<file path="src/rtl/i2c_target_rx_if.sv">
// Bus-side and local-sink signals of the write-only I2C target receiver.
// slave = the target (i2c_target_rx); master = whoever drives the bus lines and consumes bytes.
interface i2c_target_rx_if;
  logic       Scl_i;
  logic       Sda_i;
  logic       Rx_ready;
  logic       Sda_oe;
  logic       Scl_oe;
  logic [7:0] Rx_data;
  logic       Rx_valid;

  modport slave (
    input  Scl_i, Sda_i, Rx_ready,
    output Sda_oe, Scl_oe, Rx_data, Rx_valid
  );

  modport master (
    output Scl_i, Sda_i, Rx_ready,
    input  Sda_oe, Scl_oe, Rx_data, Rx_valid
  );
endinterface

</file>
<file path="src/rtl/i2c_target_rx.sv">
// Write-only I2C target: filters SCL/SDA, detects START/STOP, ACKs its 7-bit address and data bytes.
// Optional clock stretching on a busy sink is enabled by defining I2C_TGT_STRETCH_EN.
module i2c_target_rx #(
  parameter int FILT_LEN = 3,
  parameter int FILT_W   = 2
) (
  input  logic           Clk,
  input  logic           Rst_n,
  i2c_target_rx_if.slave bus,
  input  logic [6:0]     Own_addr,
  output logic           Start_det,
  output logic           Stop_det,
  output logic           Busy,
  output logic [2:0]     dbg_state
);

  typedef enum logic [2:0] {
    IDLE     = 3'd0,
    ADDR     = 3'd1,
    ADDR_ACK = 3'd2,
    DATA     = 3'd3,
    DATA_ACK = 3'd4,
    IGNORE   = 3'd5
  } state_t;

  // Index 0 is SCL, index 1 is SDA throughout the input path.
  logic [1:0]        sync1;
  logic [1:0]        sync2;
  logic [1:0]        filt;
  logic [1:0]        filt_d;
  logic [FILT_W-1:0] fcnt [2];

  always_ff @(posedge Clk or negedge Rst_n) begin
    if (!Rst_n) begin
      sync1   <= 2'b11;
      sync2   <= 2'b11;
      filt    <= 2'b11;
      filt_d  <= 2'b11;
      fcnt[0] <= '0;
      fcnt[1] <= '0;
    end else begin
      sync1  <= {bus.Sda_i, bus.Scl_i};
      sync2  <= sync1;
      filt_d <= filt;
      for (int i = 0; i < 2; i++) begin
        if (sync2[i] == filt[i]) begin
          fcnt[i] <= '0;
        end else if (fcnt[i] == FILT_W'(FILT_LEN - 1)) begin
          filt[i] <= sync2[i];
          fcnt[i] <= '0;
        end else begin
          fcnt[i] <= fcnt[i] + FILT_W'(1);
        end
      end
    end
  end

  logic scl_f;
  logic sda_f;
  logic scl_rise;
  logic scl_fall;
  logic sda_rise;
  logic sda_fall;
  logic start_cond;
  logic stop_cond;

  assign scl_f      = filt[0];
  assign sda_f      = filt[1];
  assign scl_rise   = filt[0] & ~filt_d[0];
  assign scl_fall   = ~filt[0] & filt_d[0];
  assign sda_rise   = filt[1] & ~filt_d[1];
  assign sda_fall   = ~filt[1] & filt_d[1];
  assign start_cond = sda_fall & scl_f;
  assign stop_cond  = sda_rise & scl_f;

  state_t     state, state_n;
  logic [3:0] cnt, cnt_n;
  logic [7:0] shift, shift_n;
  logic [7:0] rx_data, rx_data_n;
  logic       rx_valid, rx_valid_n;
  logic       sda_oe, sda_oe_n;
  logic       start_q, start_n;
  logic       stop_q, stop_n;
  logic       busy, busy_n;
  logic [7:0] byte_in;
`ifdef I2C_TGT_STRETCH_EN
  logic       scl_oe, scl_oe_n;
`endif

  always_ff @(posedge Clk or negedge Rst_n) begin
    if (!Rst_n) begin
      state    <= IDLE;
      cnt      <= 4'd0;
      shift    <= 8'h00;
      rx_data  <= 8'h00;
      rx_valid <= 1'b0;
      sda_oe   <= 1'b0;
      start_q  <= 1'b0;
      stop_q   <= 1'b0;
      busy     <= 1'b0;
`ifdef I2C_TGT_STRETCH_EN
      scl_oe   <= 1'b0;
`endif
    end else begin
      state    <= state_n;
      cnt      <= cnt_n;
      shift    <= shift_n;
      rx_data  <= rx_data_n;
      rx_valid <= rx_valid_n;
      sda_oe   <= sda_oe_n;
      start_q  <= start_n;
      stop_q   <= stop_n;
      busy     <= busy_n;
`ifdef I2C_TGT_STRETCH_EN
      scl_oe   <= scl_oe_n;
`endif
    end
  end

  always_comb begin
    state_n    = state;
    cnt_n      = cnt;
    shift_n    = shift;
    rx_data_n  = rx_data;
    rx_valid_n = 1'b0;
    sda_oe_n   = sda_oe;
    start_n    = 1'b0;
    stop_n     = 1'b0;
    busy_n     = busy;
    byte_in    = {shift[6:0], sda_f};
`ifdef I2C_TGT_STRETCH_EN
    scl_oe_n   = scl_oe;
`endif

    if (start_cond) begin
      start_n  = 1'b1;
      busy_n   = 1'b1;
      cnt_n    = 4'd0;
      sda_oe_n = 1'b0;
      state_n  = ADDR;
`ifdef I2C_TGT_STRETCH_EN
      scl_oe_n = 1'b0;
`endif
    end else if (stop_cond) begin
      stop_n   = 1'b1;
      busy_n   = 1'b0;
      sda_oe_n = 1'b0;
      state_n  = IDLE;
`ifdef I2C_TGT_STRETCH_EN
      scl_oe_n = 1'b0;
`endif
    end else begin
`ifdef I2C_TGT_STRETCH_EN
      if (scl_oe && bus.Rx_ready) begin
        scl_oe_n = 1'b0;
      end
`endif
      case (state)
        ADDR: begin
          if (scl_rise) begin
            shift_n = byte_in;
            if (cnt == 4'd7) begin
              cnt_n = 4'd8;
              if ((byte_in[7:1] == Own_addr) && !byte_in[0]) begin
                state_n = ADDR_ACK;
              end else begin
                state_n = IGNORE;
              end
            end else begin
              cnt_n = cnt + 4'd1;
            end
          end
        end
        DATA: begin
          if (scl_rise) begin
            shift_n = byte_in;
            if (cnt == 4'd7) begin
              cnt_n      = 4'd8;
              rx_data_n  = byte_in;
              rx_valid_n = 1'b1;
              state_n    = DATA_ACK;
            end else begin
              cnt_n = cnt + 4'd1;
            end
          end
        end
        // First SCL fall after the 8th bit drives ACK; the next fall releases it.
        ADDR_ACK, DATA_ACK: begin
          if (scl_fall) begin
            if (!sda_oe) begin
              sda_oe_n = 1'b1;
`ifdef I2C_TGT_STRETCH_EN
              if ((state == DATA_ACK) && !bus.Rx_ready) begin
                scl_oe_n = 1'b1;
              end
`endif
            end else begin
              sda_oe_n = 1'b0;
              cnt_n    = 4'd0;
              state_n  = DATA;
            end
          end
        end
        IGNORE: begin
          sda_oe_n = 1'b0;
        end
        default: begin
          state_n = state;
        end
      endcase
    end
  end

`ifdef I2C_TGT_STRETCH_EN
  assign bus.Scl_oe = scl_oe;
`else
  logic unused_rx_ready;
  assign unused_rx_ready = bus.Rx_ready;
  assign bus.Scl_oe      = 1'b0;
`endif

  assign bus.Sda_oe   = sda_oe;
  assign bus.Rx_data  = rx_data;
  assign bus.Rx_valid = rx_valid;
  assign Start_det    = start_q;
  assign Stop_det     = stop_q;
  assign Busy         = busy;
  assign dbg_state    = state;

endmodule

</file>
<file path="src/flat_wrapper.sv">
// flat-port wrapper written by rule: the top's interface ports become plain ports
module i2c_target_rx_flat 
#(
  parameter int FILT_LEN = 3,
  parameter int FILT_W   = 2
)
  (Clk, Rst_n, Own_addr, Start_det, Stop_det, Busy, dbg_state, bus_Scl_i, bus_Sda_i, bus_Rx_ready, bus_Sda_oe, bus_Scl_oe, bus_Rx_data, bus_Rx_valid);
  i2c_target_rx_if bus_i ();
  input  logic Clk;
  input  logic Rst_n;
  input  logic [6:0] Own_addr;
  output logic Start_det;
  output logic Stop_det;
  output logic Busy;
  output logic [2:0] dbg_state;
  input wire logic [$bits(bus_i.Scl_i)-1:0] bus_Scl_i;
  input wire logic [$bits(bus_i.Sda_i)-1:0] bus_Sda_i;
  input wire logic [$bits(bus_i.Rx_ready)-1:0] bus_Rx_ready;
  output wire logic [$bits(bus_i.Sda_oe)-1:0] bus_Sda_oe;
  output wire logic [$bits(bus_i.Scl_oe)-1:0] bus_Scl_oe;
  output wire logic [$bits(bus_i.Rx_data)-1:0] bus_Rx_data;
  output wire logic [$bits(bus_i.Rx_valid)-1:0] bus_Rx_valid;
  assign bus_i.Scl_i = bus_Scl_i;
  assign bus_i.Sda_i = bus_Sda_i;
  assign bus_i.Rx_ready = bus_Rx_ready;
  assign bus_Sda_oe = bus_i.Sda_oe;
  assign bus_Scl_oe = bus_i.Scl_oe;
  assign bus_Rx_data = bus_i.Rx_data;
  assign bus_Rx_valid = bus_i.Rx_valid;
  i2c_target_rx #(.FILT_LEN(FILT_LEN), .FILT_W(FILT_W)) u_core (.Clk(Clk), .Rst_n(Rst_n), .bus(bus_i), .Own_addr(Own_addr), .Start_det(Start_det), .Stop_det(Stop_det), .Busy(Busy), .dbg_state(dbg_state));
endmodule
</file>
<file path="config.mk">
export PLATFORM = sky130hd
export DESIGN_NAME = i2c_target_rx_flat
export DESIGN_NICKNAME = d
export VERILOG_FILES = /design/src/rtl/i2c_target_rx_if.sv /design/src/rtl/i2c_target_rx.sv /design/src/flat_wrapper.sv
export SDC_FILE = /design/constraint.sdc
export NUM_CORES = 1
export LEC_CHECK = 0
export BUFFER_PORTS_ARGS = -buffer_cell sky130_fd_sc_hd__buf_2
export CAP_MARGIN = 30
export CORE_MARGIN = 3
export CORE_UTILIZATION = 35
export DETAILED_ROUTE_END_ITERATION = 16
export GPL_TIMING_DRIVEN = 0
export PLACE_DENSITY_LB_ADDON = 0.25
export SYNTH_ARGS = -nofsm -noshare
export SYNTH_HDL_FRONTEND = slang
export SYNTH_SLANG_ARGS = --single-unit
</file>
<file path="constraint.sdc">
create_clock -name Clk -period 2.3 [get_ports Clk]
set_clock_uncertainty 0.15 [all_clocks]
set_input_delay 0 -clock Clk [delete_from_list [all_inputs] [get_ports Clk]]
set_output_delay 0 -clock Clk [all_outputs]
set_load 0.01 [all_outputs]
</file>
## Word-level counts from Yosys, hierarchy flattened

Cells that the tools add are included.

| storage, ports and cells | value |
|---|---|
| register bits after elaboration | 39 |
| bits in latches | 0 |
| bits in writable memories | 0 |
| ROM bits | 0 |
| bits of input ports | 12 |
| output and inout port bits | 17 |
| memories kept | 0 |

| cells by class | value |
|---|---|
| $add $sub $neg | 3 |
| multiply operators | 0 |
| div/mod/pow operators | 0 |
| magnitude comparators | 0 |
| equal/unequal tests | 21 |
| shift operators | 0 |
| multiplexer cells | 36 |
| bitwise gates (word level) | 14 |
| reduce and logical (&&, ||, !) cells | 15 |

Operators with widths:

| cell | number |
|---|---|
| $mux W3 | 9 |
| $mux W4 | 6 |
| $ne A4 B1 Y1 const B | 6 |
| $mux W1 | 14 |
| $reduce_and A5 Y1 | 2 |
| $ne A3 B1 Y1 const B | 3 |
| $pmux W3 S3 | 1 |
| $mux W2 | 4 |
| $not A1 Y1 | 8 |
| $pmux W4 S2 | 1 |
| $eq A7 B7 Y1 | 1 |
| $reduce_and A7 Y1 | 1 |
| $and A1 B1 Y1 | 6 |
| $eq A3 B2 Y1 const B | 2 |
| $eq A3 B3 Y1 const B | 2 |
| $reduce_and A2 Y1 | 3 |
| $reduce_bool A5 Y1 | 1 |
| $add A2 B1 Y2 const B | 2 |
| $add A4 B1 Y4 const B | 1 |
| $eq A2 B2 Y1 const B | 2 |
| $eq A4 B3 Y1 const B | 1 |
| $reduce_and A4 Y1 | 1 |
| $reduce_bool A4 Y1 | 1 |
| $reduce_or A2 Y1 | 2 |
| other kinds (8) | 9 |

## Longest topological paths before layout

| logic depth | value |
|---|---|
| depth in word-level cells | 8 |
| depth in mapped cells | 6 |
| depth with buffers taken out | 6 |

## Worst setup path before layout

No wires, ideal clock.

| timing | value |
|---|---|
| path kind | register to register |
| from | register u_core.filt[0] |
| to | register u_core.rx_data[0] (netlist: u_core.bus.Rx_data[0]) |
| library setup time | 0.125 ns |
| data arrival time | 1.651 ns |
| data required time | 2.025 ns |
| slack | 0.375 ns |
| stages on the path, launching flop included | 5 |
| path buffers | 1 |
| period minus slack after synthesis | 1.925 ns |
| cells stage by stage | dfstp_2 -> buf_2 -> nand2_1 -> nor4_4 -> mux2_2 |

| between the ends | value |
|---|---|
| longest elaborated chain between the ends | 3 |

RTL lines:

| element | line | text |
|---|---|---|
| from (decl) | i2c_target_rx.sv:29 | `logic [1:0] filt;` |
| from (signal, indexed assignment) | i2c_target_rx.sv:49 | `filt[i] <= sync2[i];` |
| $and A1 B1 Y1 (on tied branches) | i2c_target_rx.sv:73, i2c_target_rx.sv:74 |  |
| $not A1 Y1 (no source line) | -- |  |
| $reduce_and A5 Y1 (no source line) * | -- |  |
| to (signal assigned) | i2c_target_rx.sv:108 | `rx_data <= rx_data_n;` |
| to (decl) | i2c_target_rx.sv:79 | `logic [7:0] rx_data, rx_data_n;` |

Every way passes the cells marked *; elsewhere a longest branch is shown, timed or not.
A chain may end at the register's enable or synchronous reset.

## Worst setup path in the final report

| timing | value |
|---|---|
| from | register u_core.filt[0] |
| to | register u_core.cnt[0] |

| between the ends | value |
|---|---|
| longest elaborated chain between the ends | 4 |

RTL lines:

| element | line | text |
|---|---|---|
| $not A1 Y1 | i2c_target_rx.sv:70 | `assign scl_fall = ~filt[0] & filt_d[0];` |
| $and A1 B1 Y1 | i2c_target_rx.sv:70 |  |
| $ne A3 B1 Y1 (no source line) | -- |  |
| $reduce_and A5 Y1 (no source line) | -- |  |
| to (signal assigned) | i2c_target_rx.sv:106 | `cnt <= cnt_n;` |
| to (decl) | i2c_target_rx.sv:77 | `logic [3:0] cnt, cnt_n;` |

Parallel ways exist; a longest one is shown, timed or not.

==> reports/results.tsv <==
stage	metric	value	unit
logic_synthesis	yosys.area_share.simple	0.143	
detailed_routing	wire_per_inst	13.2	microns
pwr	swShare	0.362	
detailed_routing	ant_nets	0	
grt	grt_overflow_total	0	
grt	first_global_vias	1311	
floorplan	die_h	78.9	microns
setup_path	cp-end-kind	flop	
pwr	p_int	1560	uW
placement	place_congestion	0.859	
hold_path	hp-class	in2reg	
logic_synthesis	synth_cells	157	
status	outcome	completed	
setup_path	cp-start-kind	flop	
timing	finalSetupTns	0	ns
final_layout	layout-drive-gt1-share	0.369	
grt	grtUsageTotal	0.121	
setup_path	required	2.38	ns
logic_synthesis	yosysSeqAreaShare	0.530	
setup_path	arrival	2.14	ns
timing	slew_violations	0	
detailed_routing	dr.pass1.iters	4	
grt	grt_max_degree	40	
floorplan	die_area	6230	sq um
pwr	power.density	1100	nW/um^2
clock_network	htree_levels	2	
logic_synthesis	synth-seq-cells	39	
floorplan	initial_core_util	0.376	
final_layout	post-route-util	0.451	
timing	fmax	487	MHz
logic_synthesis	synth-compound-area-share	0.120	
pwr	seq_power_share	0.415	
pwr	leakage	0.00105	uW
timing	rsz0062_at_grt	no	
clock_network	cts_made_buffers	5	
timing	max_slew_margin	0.448	
logic_synthesis	yosys.area_share.adder	0.00672	
logic_synthesis	synth_warnings	0	
detailed_routing	drt_iter0_drc	92	
clock_network	cts.sinks	39	
placement	dp_hpwl	2550	microns
grt	antenna_found_initial	0	
clock_network	clk_latency	0.29	ns
pwr	irDropWorstVdd	0.000523	V
detailed_routing	drt-total-wl	3460	microns
floorplan	rows	25	
clock_network	clk_pin_slew	0.08	ns
timing	layout_min_cycle_time	2.05	ns
detailed_routing	drc	0	
pwr	switchingPower	887	uW
setup_path	reg2reg_slack	0.25	ns
floorplan	die_w	78.9	microns
timing	setup_ws	0.247	ns
timing	hold_viol	0	
grt	grt_pass1_wl	6000	microns
timing	fin_crit_sh	0.892	
detailed_routing	via_per_inst	5.08	
logic_synthesis	ys_types	45	
timing	setup_viol	0	
setup_path	crit_fanout	10	
floorplan	core_area	4940	sq um
final_layout	antenna_cells	0	
clock_network	clockBufferDepth	2	
pwr	power_frac_clock	0.238	
logic_synthesis	synth_mux_area_frac	0.103	
setup_path	crit_type	reg2reg	
run	maxCapViolations	0	
timing	worst_pin_slew	0.828	ns
final_layout	syn2layout_area_growth	19.8	%
logic_synthesis	synthesis.nets	170	
clock_network	cts_tree	built	
logic_synthesis	synth_xor_area_frac	0.0605	
placement	place_ws	0.121	ns
final_layout	layout.nets	207	
detailed_routing	vias	1330	
logic_synthesis	synth_top_family_by_area	simple AND/OR/NAND/NOR gates	
pwr	p_comb_frac	0.348	
clock_network	cts_root_buf	clkbuf_8	
floorplan	pin_count	29	
clock_network	cts_resized	0	
placement	io_buffers	26	
logic_synthesis	syn-cell-area	1860	sq um
logic_synthesis	syn_avg_cell_area	11.9	sq um
-- worst paths after layout --
| check | startpoint | to | cells past startpoint |
|---|---|---|---|
| max reg2reg | u_core.filt[0] | u_core.cnt[0] | 6 |
| max | u_core.filt[0] | u_core.cnt[0] | 6 |
| min in group asynchronous | Rst_n | u_core.dbg_state[1] | 2 |
| min reg2reg | u_core.sync1[0] | u_core.sync2[0] | 0 |
| min | Own_addr[5] | u_core.dbg_state[0] | 6 |
| max in group asynchronous | Rst_n | u_core.shift[6] | 2 |
-- state kept, by name, summed over array words and instances, names as in the netlist, 2 cells and up --
signal              count
u_core.filt_d           2
u_core.sync2            2
u_core.cnt              4
u_core.fcnt             4
u_core.bus.Rx_data      8
u_core.filt             2
u_core.shift            7
u_core.sync1            2
u_core.dbg_state        3
-- per-stage QoR --
step                hold slack [ns]  instances  cell area, sq um  total power [uW]
floorplan                    -0.446        157              1860              1650
global placement            -0.0436        250              2070              1850
detailed placement          -0.0434        250              2070              1880
CTS                           0.178        261              2220              2470
global route                  0.189        262              2230              2630
finish                        0.181        262              2230              2450
-- repair_timing --
action	CTS	global route
endpoints found under the setup margin	0	1
hold buffers	3	0
setup buffers	0	1
hold endpoints to repair	33	0
-- final cells by class --
type / instances / area [sq um]
well taps: 67 / 83.8
plain buffers: 7 / 46.3
fillers: 495 / 2710
multi-input cells: 106 / 810
clock buffers: 5 / 68.8
inverters: 5 / 18.8
clock inverters: 3 / 47.5
repair buffers: 30 / 168
flip-flops and latches: 39 / 986
-- placed cells by master (no fill, tap or decap), drive strengths merged, types with 3 or more instances in the layout --
master	synthesis	layout
dfrtp	31	31
nand3b	3	3
nor3b	3	3
nor4	3	3
nand2b	3	3
buf	7	34
inv	5	6
nor3	5	5
or3	3	3
nor2	7	7
mux2	17	17
dlygate4sd3	0	3
xor2	9	9
nor2b	3	3
xnor2	3	3
o21ai	6	6
nand2	10	10
dfstp	8	8
a31oi	3	3
clkbuf	0	5
-- cell usage after synthesis, drive strengths merged --
cell type | n | area share
nand4 | 1 | 0.0034
dfrtp | 31 | 0.42
mux2 | 17 | 0.10
nor2 | 7 | 0.014
ha | 1 | 0.0067
nor2b | 3 | 0.010
and2 | 1 | 0.0040
a21o | 2 | 0.0081
dfstp | 8 | 0.11
a21boi | 2 | 0.0081
a2bb2oi | 1 | 0.0047
nor4 | 3 | 0.018
conb | 1 | 0.0020
nor4b | 2 | 0.0094
nand3 | 2 | 0.0054
o211ai | 1 | 0.0040
xor2 | 9 | 0.046
or3 | 3 | 0.010
nand2b | 3 | 0.010
o21ai | 6 | 0.016
nand3b | 3 | 0.012
a311oi | 1 | 0.0047
xnor2 | 3 | 0.014
nor3b | 3 | 0.012
inv | 5 | 0.010
nand2 | 10 | 0.020
a41oi | 2 | 0.0094
o32ai | 1 | 0.0087
a31oi | 3 | 0.010
buf | 7 | 0.025
a21oi | 2 | 0.0054
o22a | 1 | 0.0047
o31ai | 2 | 0.011
o21a | 2 | 0.0081
o2111ai | 2 | 0.013
o41ai | 1 | 0.0047
nor3 | 5 | 0.013
-- power groups by stage --
stage                     Sequential, uW  Clock [uW]  Combinational, uW
after floorplan                     1020           0                631
after global placement              1020           0                824
after detailed placement            1030           0                849
after CTS                           1020         593                858
after global routing                1040         622                961
final                               1020         582                853
-- routing by layer --
layer  up-vias  part of all wire  GRT usage
met1       658              0.46      0.153
met3         4             0.051     0.0351
met4         0            0.0090     0.0361
li1        637                 -          -
met5         -                 0          0
met2        31              0.48      0.203
-- critical path, cell delays in order (launching register included) --
cell and delay (ns):
dfstp_2 0.56, buf_2 0.22, nand3b_1 0.18, nand4_1 0.15
o2111ai_2 0.25, nor4b_1 0.36, a21o_1 0.12
-- logic make-up after synthesis --
group	count (synthesis)
AOI/OAI and AO/OA	29
xor gates and xnor gates	12
adders and majority gates	1
buffers and inverters	12
DFF	39
muxes	17
other	1
and+or+nand+nor	46
No activity file was read; power rests on OpenSTA's default activity.
